===== config.mk =====
export PLATFORM = sky130hd
export DESIGN_NAME = fetch_unit
export DESIGN_NICKNAME = d
export VERILOG_FILES = /design/src/rtl/fetch_unit.sv
export SDC_FILE = /design/constraint.sdc
export NUM_CORES = 1
export LEC_CHECK = 0
export CELL_PAD_IN_SITES_DETAIL_PLACEMENT = 1
export CELL_PAD_IN_SITES_GLOBAL_PLACEMENT = 1
export CORE_MARGIN = 4
export CORE_UTILIZATION = 35
export CTS_CLUSTER_DIAMETER = 60
export DETAILED_ROUTE_END_ITERATION = 8
export GPL_ROUTABILITY_DRIVEN = 0
export PLACE_DENSITY_LB_ADDON = 0.25
export SYNTH_ARGS = -nofsm -noshare
export SYNTH_HDL_FRONTEND = slang
export SYNTH_SLANG_ARGS = --single-unit

===== constraint.sdc =====
create_clock -name clk_pi -period 4.2 [get_ports clk_pi]
set_input_delay 0.63 -clock clk_pi [delete_from_list [all_inputs] [get_ports clk_pi]]
set_output_delay 0.63 -clock clk_pi [all_outputs]
set_load 0.05 [all_outputs]

===== src/rtl/fetch_unit.sv =====
// Instruction-fetch initiator: owns the PC, registers memory words into a one-entry IR,
// and handles stall, branch redirect/flush and terminal HALT. Optional counter: FETCH_PERF_EN.
module fetch_unit #(
  parameter logic [15:0] RESET_PC  = 16'h0000,
  parameter logic [15:0] PC_STEP   = 16'd2,
  parameter logic [15:0] HALT_WORD = 16'hFFFF
) (
  input  logic        clk_pi,
  input  logic        reset_pi,
  output logic [15:0] pc_po,
  input  logic [15:0] instr_pi,
  input  logic        stall_pi,
  input  logic        branch_pi,
  input  logic [15:0] branch_target_pi,
  output logic        ins_valid_po,
  output logic [15:0] ins_po,
  output logic [15:0] ins_pc_po,
  output logic        halted_po,
  output logic [15:0] fetch_count_po,
  output logic [1:0]  state_po
);

  typedef enum logic [1:0] {
    ST_RUN     = 2'd0,
    ST_HALTING = 2'd1,
    ST_HALTED  = 2'd2
  } state_t;

  state_t      state;
  logic        accept;
  logic [15:0] redirect_pc;

  // IR handshake: ins_valid_po is the valid and !stall_pi the ready; the IR is
  // consumed on any rising edge where both are high, and valid never drops without that
  // handshake except on a branch flush or reset.
  assign accept      = ins_valid_po && !stall_pi;
  assign redirect_pc = {branch_target_pi[15:1], 1'b0};
  assign state_po    = state;

  always_ff @(posedge clk_pi or posedge reset_pi) begin
    if (reset_pi) begin
      state        <= ST_RUN;
      pc_po        <= RESET_PC;
      ins_valid_po <= 1'b0;
      ins_po       <= 16'h0000;
      ins_pc_po    <= 16'h0000;
      halted_po    <= 1'b0;
    end else begin
      case (state)
        ST_RUN: begin
          if (branch_pi) begin
            // The word on instr_pi belongs to the wrong path, even a HALT encoding.
            pc_po        <= redirect_pc;
            ins_valid_po <= 1'b0;
          end else if (!stall_pi) begin
            ins_po       <= instr_pi;
            ins_pc_po    <= pc_po;
            ins_valid_po <= 1'b1;
            if (instr_pi == HALT_WORD) begin
              state <= ST_HALTING;
            end else begin
              pc_po <= pc_po + PC_STEP;
            end
          end
        end
        ST_HALTING: begin
          if (branch_pi) begin
            pc_po        <= redirect_pc;
            ins_valid_po <= 1'b0;
            state        <= ST_RUN;
          end else if (accept) begin
            ins_valid_po <= 1'b0;
            halted_po    <= 1'b1;
            state        <= ST_HALTED;
          end
        end
        ST_HALTED: begin
          ins_valid_po <= 1'b0;
        end
        default: begin
          state <= ST_RUN;
        end
      endcase
    end
  end

`ifdef FETCH_PERF_EN
  always_ff @(posedge clk_pi or posedge reset_pi) begin
    if (reset_pi) begin
      fetch_count_po <= 16'h0000;
    end else if (accept && (fetch_count_po != 16'hFFFF)) begin
      fetch_count_po <= fetch_count_po + 16'd1;
    end
  end
`else
  assign fetch_count_po = 16'h0000;
`endif

endmodule


After elaboration in Yosys (flattened, before gate mapping). Index checks and enable logic that the tools add are counted.

Register bits: 52. Input port bits: 36. Output and inout port bits: 68. Word-level logic and storage cells: 46.

Add/sub/neg operators: 1. Equality and inequality tests: 10. Mux-type cells: 16. Bitwise logic cells: 3. Reductions and logical operators: 10.

Operator list (count): $mux 16 (4); $pmux 16 s2 (1); $add 16x2->16 const B (1); $eq 16x16->1 const B (1); $mux 2 (5); $ne 3x3->1 const B (3); $reduce_and 3->1 (3); $ne 2x2->1 const B (4); $pmux 2 s3 (1); $reduce_and 5->1 (1); $mux 1 (4); $reduce_and 4->1 (1); $not 1->1 (3); $pmux 1 s3 (1); $reduce_bool 3->1 (1); $eq 2x1->1 const B (1); $eq 2x2->1 const B (1); $logic_not 2->1 (1); $reduce_bool 2->1 (1); $logic_and 1x1->1 (1); $logic_not 1->1 (1).

Depth between registers and ports, before layout.
Depth after elaboration: 5. Mapped depth: 7. Gate-level depth less buffers: 6.

Worst setup path before layout. OpenSTA, ideal clock, no wires.

Path type: register to register. From: reg state[1], in the netlist state_po[1]. To: reg pc_po[5]. Library setup time: 0.074 ns. Data arrival time: 1.936 ns. Required time: 4.126 ns. Slack: 2.190 ns. Cell stages (with the launch flop): 8. Buffers on the path: 2. Clock period less this slack: 2.010 ns. Cell sequence: dfrtp_1 inv_1 ha_1 nor2_1 clkbuf_1 clkbuf_1 o21ai_0 a21oi_2.

Longest elaborated chain between the ends: 3. Elaborated cells on any way between the ends: 8. Those cells by class: 4 x eq/ne; 1 x mux; 3 x reduce/logical.

RTL lines: start, declared (RTL line 29) `state_t state;`; start signal, assigned (RTL line 42) `state <= ST_RUN;`; start signal, assigned (RTL line 60) `state <= ST_HALTING;`; start signal, assigned (RTL line 70) `state <= ST_RUN;`; $eq 2x1->1 / $logic_not 2->1 (equally long branches) (RTL line 49) `case (state)`; $ne 2x2->1 (no source line) (tied with other cells); $reduce_and 4->1 (no source line); end signal, assigned (RTL line 53) `pc_po <= redirect_pc;`; end signal, assigned (RTL line 62) `pc_po <= pc_po + PC_STEP;`; end signal, assigned (RTL line 68) `pc_po <= redirect_pc;`; end, declared (RTL line 10) `output logic [15:0] pc_po,`.

Several ways; a longest one is shown, not always the timed one. A chain may end at the register's enable or synchronous reset.

Worst setup path in the final report.
From: in branch_pi. To: reg ins_pc_po[13].

Longest elaborated chain between the ends: 2.

RTL lines: start, declared (RTL line 13) `input logic branch_pi,`; $not 1->1 (no source line); $reduce_and 3->1 (no source line); end signal, assigned (RTL line 57) `ins_pc_po <= pc_po;`; end, declared (RTL line 17) `output logic [15:0] ins_pc_po,`.

Every way passes these cells.

==> metrics.md <==
| Metric | Value |
|---|---|
| Met3 usage in global routing | `0.06330` |
| Post-CTS Setup Repair Bufs | `0` |
| Most used routing layer | `met2` |
| Tot Pwr | `2.552 mW` |
| Std-Cell Rows | `31` |
| CP Buf/Inv Count | `1` |
| # nets final | `363` |
| GRT Resource Usage Total | `0.1568` |
| Port Buf Inserts | `between 80 and 90` |
| WL final | `6627 um` |
| CTS tree | `done` |
| Placed Cells | `414` |
| Required @ worst endpoint | `4.39 ns` |
| Met2 Usage GRT | `0.2567` |
| Worst VDD drop | `0.3217 mV` |
| Max cap viols | `0` |
| Post-DP HPWL | `4806 um` |
| Post-synth EDFFs | `0` |
| CTS sink cnt | `50` |
| CTS resizes | `0` |
| # IOs | `104` |
| Antenna violations before repair | `0` |
| Most common flop cell mapped by yosys | `dfrtp_1` |
| Clk_lat worst skew | `0.30 ns` |
| Crit path cell chain | `clkdlybuf4s50_1, nand2b_1, nor2_4, mux2_2` |
| CP endpoint kind | `flip-flop` |
| Die Wd | `93.90 um` |
| Setup TNS | `0 ns` |
| CTS Buffer Depth | `2` |
| Final-report max-slew violation count | `0` |
| Place WS | `1.377 ns` |
| Number of library cell types mapped by synthesis | `39` |
| H-tree depth | `2` |
| Clock root cell | `clkbuf_8` |
| Starting Density | `0.3580` |
| Power per Cell Area | `721.1 nW/um2` |
| Largest area contributor in the netlist | `dfrtp_1` |
| Critical Path AT | `about 2.6 ns` |
| Minimum clock period | `2.451 ns` |
| Layout Cells excl Fill | `about 420` |
| Max Fclk | `408.0 MHz` |
| Worst Clk Skew | `0.005638 ns` |
| Final period utilization | `0.5836` |
| Routed wire per std cell | `15.74 um` |
| Worst Hold Class | `reg -> reg` |
| Delay-heaviest family, CP | `simple AND/OR/NAND/NOR gates` |
| Area contributors post-synth | `dfrtp_1 (48%), mux2_2 (13%), buf_4 (5.2%), a21oi_1 (4.5%), a21oi_2 (3.4%)` |
| Worst Max-Slew Pin Slew | `1.056 ns` |
| CTS Buf Count | `5` |
| DRC | `0` |
| Max FO, Critical Path | `31` |
| Layout area overhead | `37.02%` |
| Status | `finished clean` |
| Largest net degree at the start of global routing | `51` |
| Global-route wire length before repair | `~11000 um` |
| Inserted Diodes | `0` |
| Number of DRC markers in iteration 0 | `between 90 and 100` |
| Via count | `~2100` |
| Final WS setup | `1.749 ns` |
| Mapped Cells | `243` |
| Die Height | `93.90 um` |
| CP peak stage delay | `0.74 ns` |
| Worst path slowest cell | `nor2_4` |
| Worst-path clk slew | `0.09 ns` |
| Post-synthesis sequential area ratio | `0.4845` |
| Final hold vios | `0` |
| Vias per cell | `4.990` |
| Synthesized flop and latch total | `50` |
| Smallest hold slack | `0.4783 ns` |
| DIE AREA | `8817 um2` |
| Drt pass-1 iters | `4` |
| Setup CP Type | `in -> reg` |
| Asr flop ratio synth | `1.000` |
| GRT overflow | `0` |
| Post-DRT Antenna Nets | `0` |
| Synth warnings | `0` |
| CTS Hold Bufs | `0` |
| Mean post-synth cell area | `10.63 um2` |
| Final setup vio count | `0` |
| Grt met1 use | `0.1902` |
| Share of the synthesized area in the top cell type | `0.4845` |
| Unrepaired setup endpoints after global routing | `false` |
| Mapped Area | `roughly 2600 um2` |
| Layout cell share with drive strength beyond 1 | `0.1708` |
| Leakage | `between 1 and 1.5 nW` |
| Number of global-route vias before repair | `2165` |
| Core box area | `7214 um2` |
| Worst rel slew slack | `0.2950` |
| CP startpoint kind | `input port` |
## flip-flops by register name, summed over array words and instances (netlist names)
signal        count
ins_valid_po      1
ins_pc_po        15
pc_po            15
halted_po         1
state_po          2
ins_po           16
## cell usage in the layout (no fill, tap or decap), drive strengths merged
master	instances
nand2b	1
or3	2
o22a	1
buf	2
inv	6
nand4	7
dfrtp	50
nor3	1
a31oi	1
bufinv	1
o21bai	1
ha	5
and2	1
a21oi	33
nand2	20
and4	2
o22ai	3
clkbuf	6
nor2	11
a31o	2
or4	1
o32ai	1
conb	18
mux2i	1
or2	1
and3	3
nand3	9
o21a	2
o311a	1
a21o	1
clkdlybuf4s50	84
o221a	1
mux2	31
nor2b	1
o21ai	10
o31ai	1
## path summary, 6_finish.rpt
kind / from / to / slack, ns / depth (start not counted)
max: branch_pi / ins_pc_po[13] / 1.75 / 4
min: halted_po / halted_po / 0.48 / 1
max reg2reg: state_po[0] / ins_pc_po[13] / 1.94 / 5
min reg2reg: halted_po / halted_po / 0.48 / 1
max in group asynchronous: reset_pi / ins_valid_po / 2.65 / 2
min in group asynchronous: reset_pi / ins_pc_po[1] / 0.90 / 2
## stage by stage
stage,area (um2),utilization
floorplan,2646,-
global placement,3426,0.4749
detailed placement,3426,0.4749
CTS,3538,0.4905
global route,3538,0.4905
finish,3538,0.4905
## cell type report
class	count	area, um2
tap	99	123.9
sequential	50	1251
clock buffer	6	82.58
clock inverter	1	30.03
fill	823	3676
timing repair buffer	86	855.8
inverter	6	22.52
multi-input combinational	173	1172
## kinds of logic after synthesis
group / after synthesis / synth area share
AND/OR/NAND/NOR: 60 / 0.1143
AO/OA/AOI/OAI: 58 / 0.1473
flip-flops: 50 / 0.4845
buffers and inverters: 37 / 0.08915
multiplexers: 32 / 0.1390
adder cells (fa/ha/maj): 5 / 0.02422
other: 1 / 0.001452
## per-layer routing
metal | share of wire | vias up
li1 | - | 980
met1 | 0.41 | 1047
met2 | 0.48 | 67
met3 | 0.095 | 7
met4 | 0.012 | 0
met5 | 0 | -
## synth_stat cells (6+ instances only)
cell and n:
mux2_2 29, a21oi_2 10, clkbuf_1 7, nand2_1 20, nor2_1 11, a21oi_1 23, nand4_1 7, nand3_1 9
o21ai_0 10, inv_1 6, buf_4 18, dfrtp_1 50
## power breakdown
part / total (mW) / leakage (nW) / internal [mW] / switching (mW)
Clock: 0.355 / 0.0573 / 0.191 / 0.164
Combinational: 1.40 / 0.816 / 0.488 / 0.916
Sequential: 0.793 / 0.577 / 0.651 / 0.143
Total: 2.55 / 1.45 / 1.33 / 1.22
(Power assumes the default switching activity.)
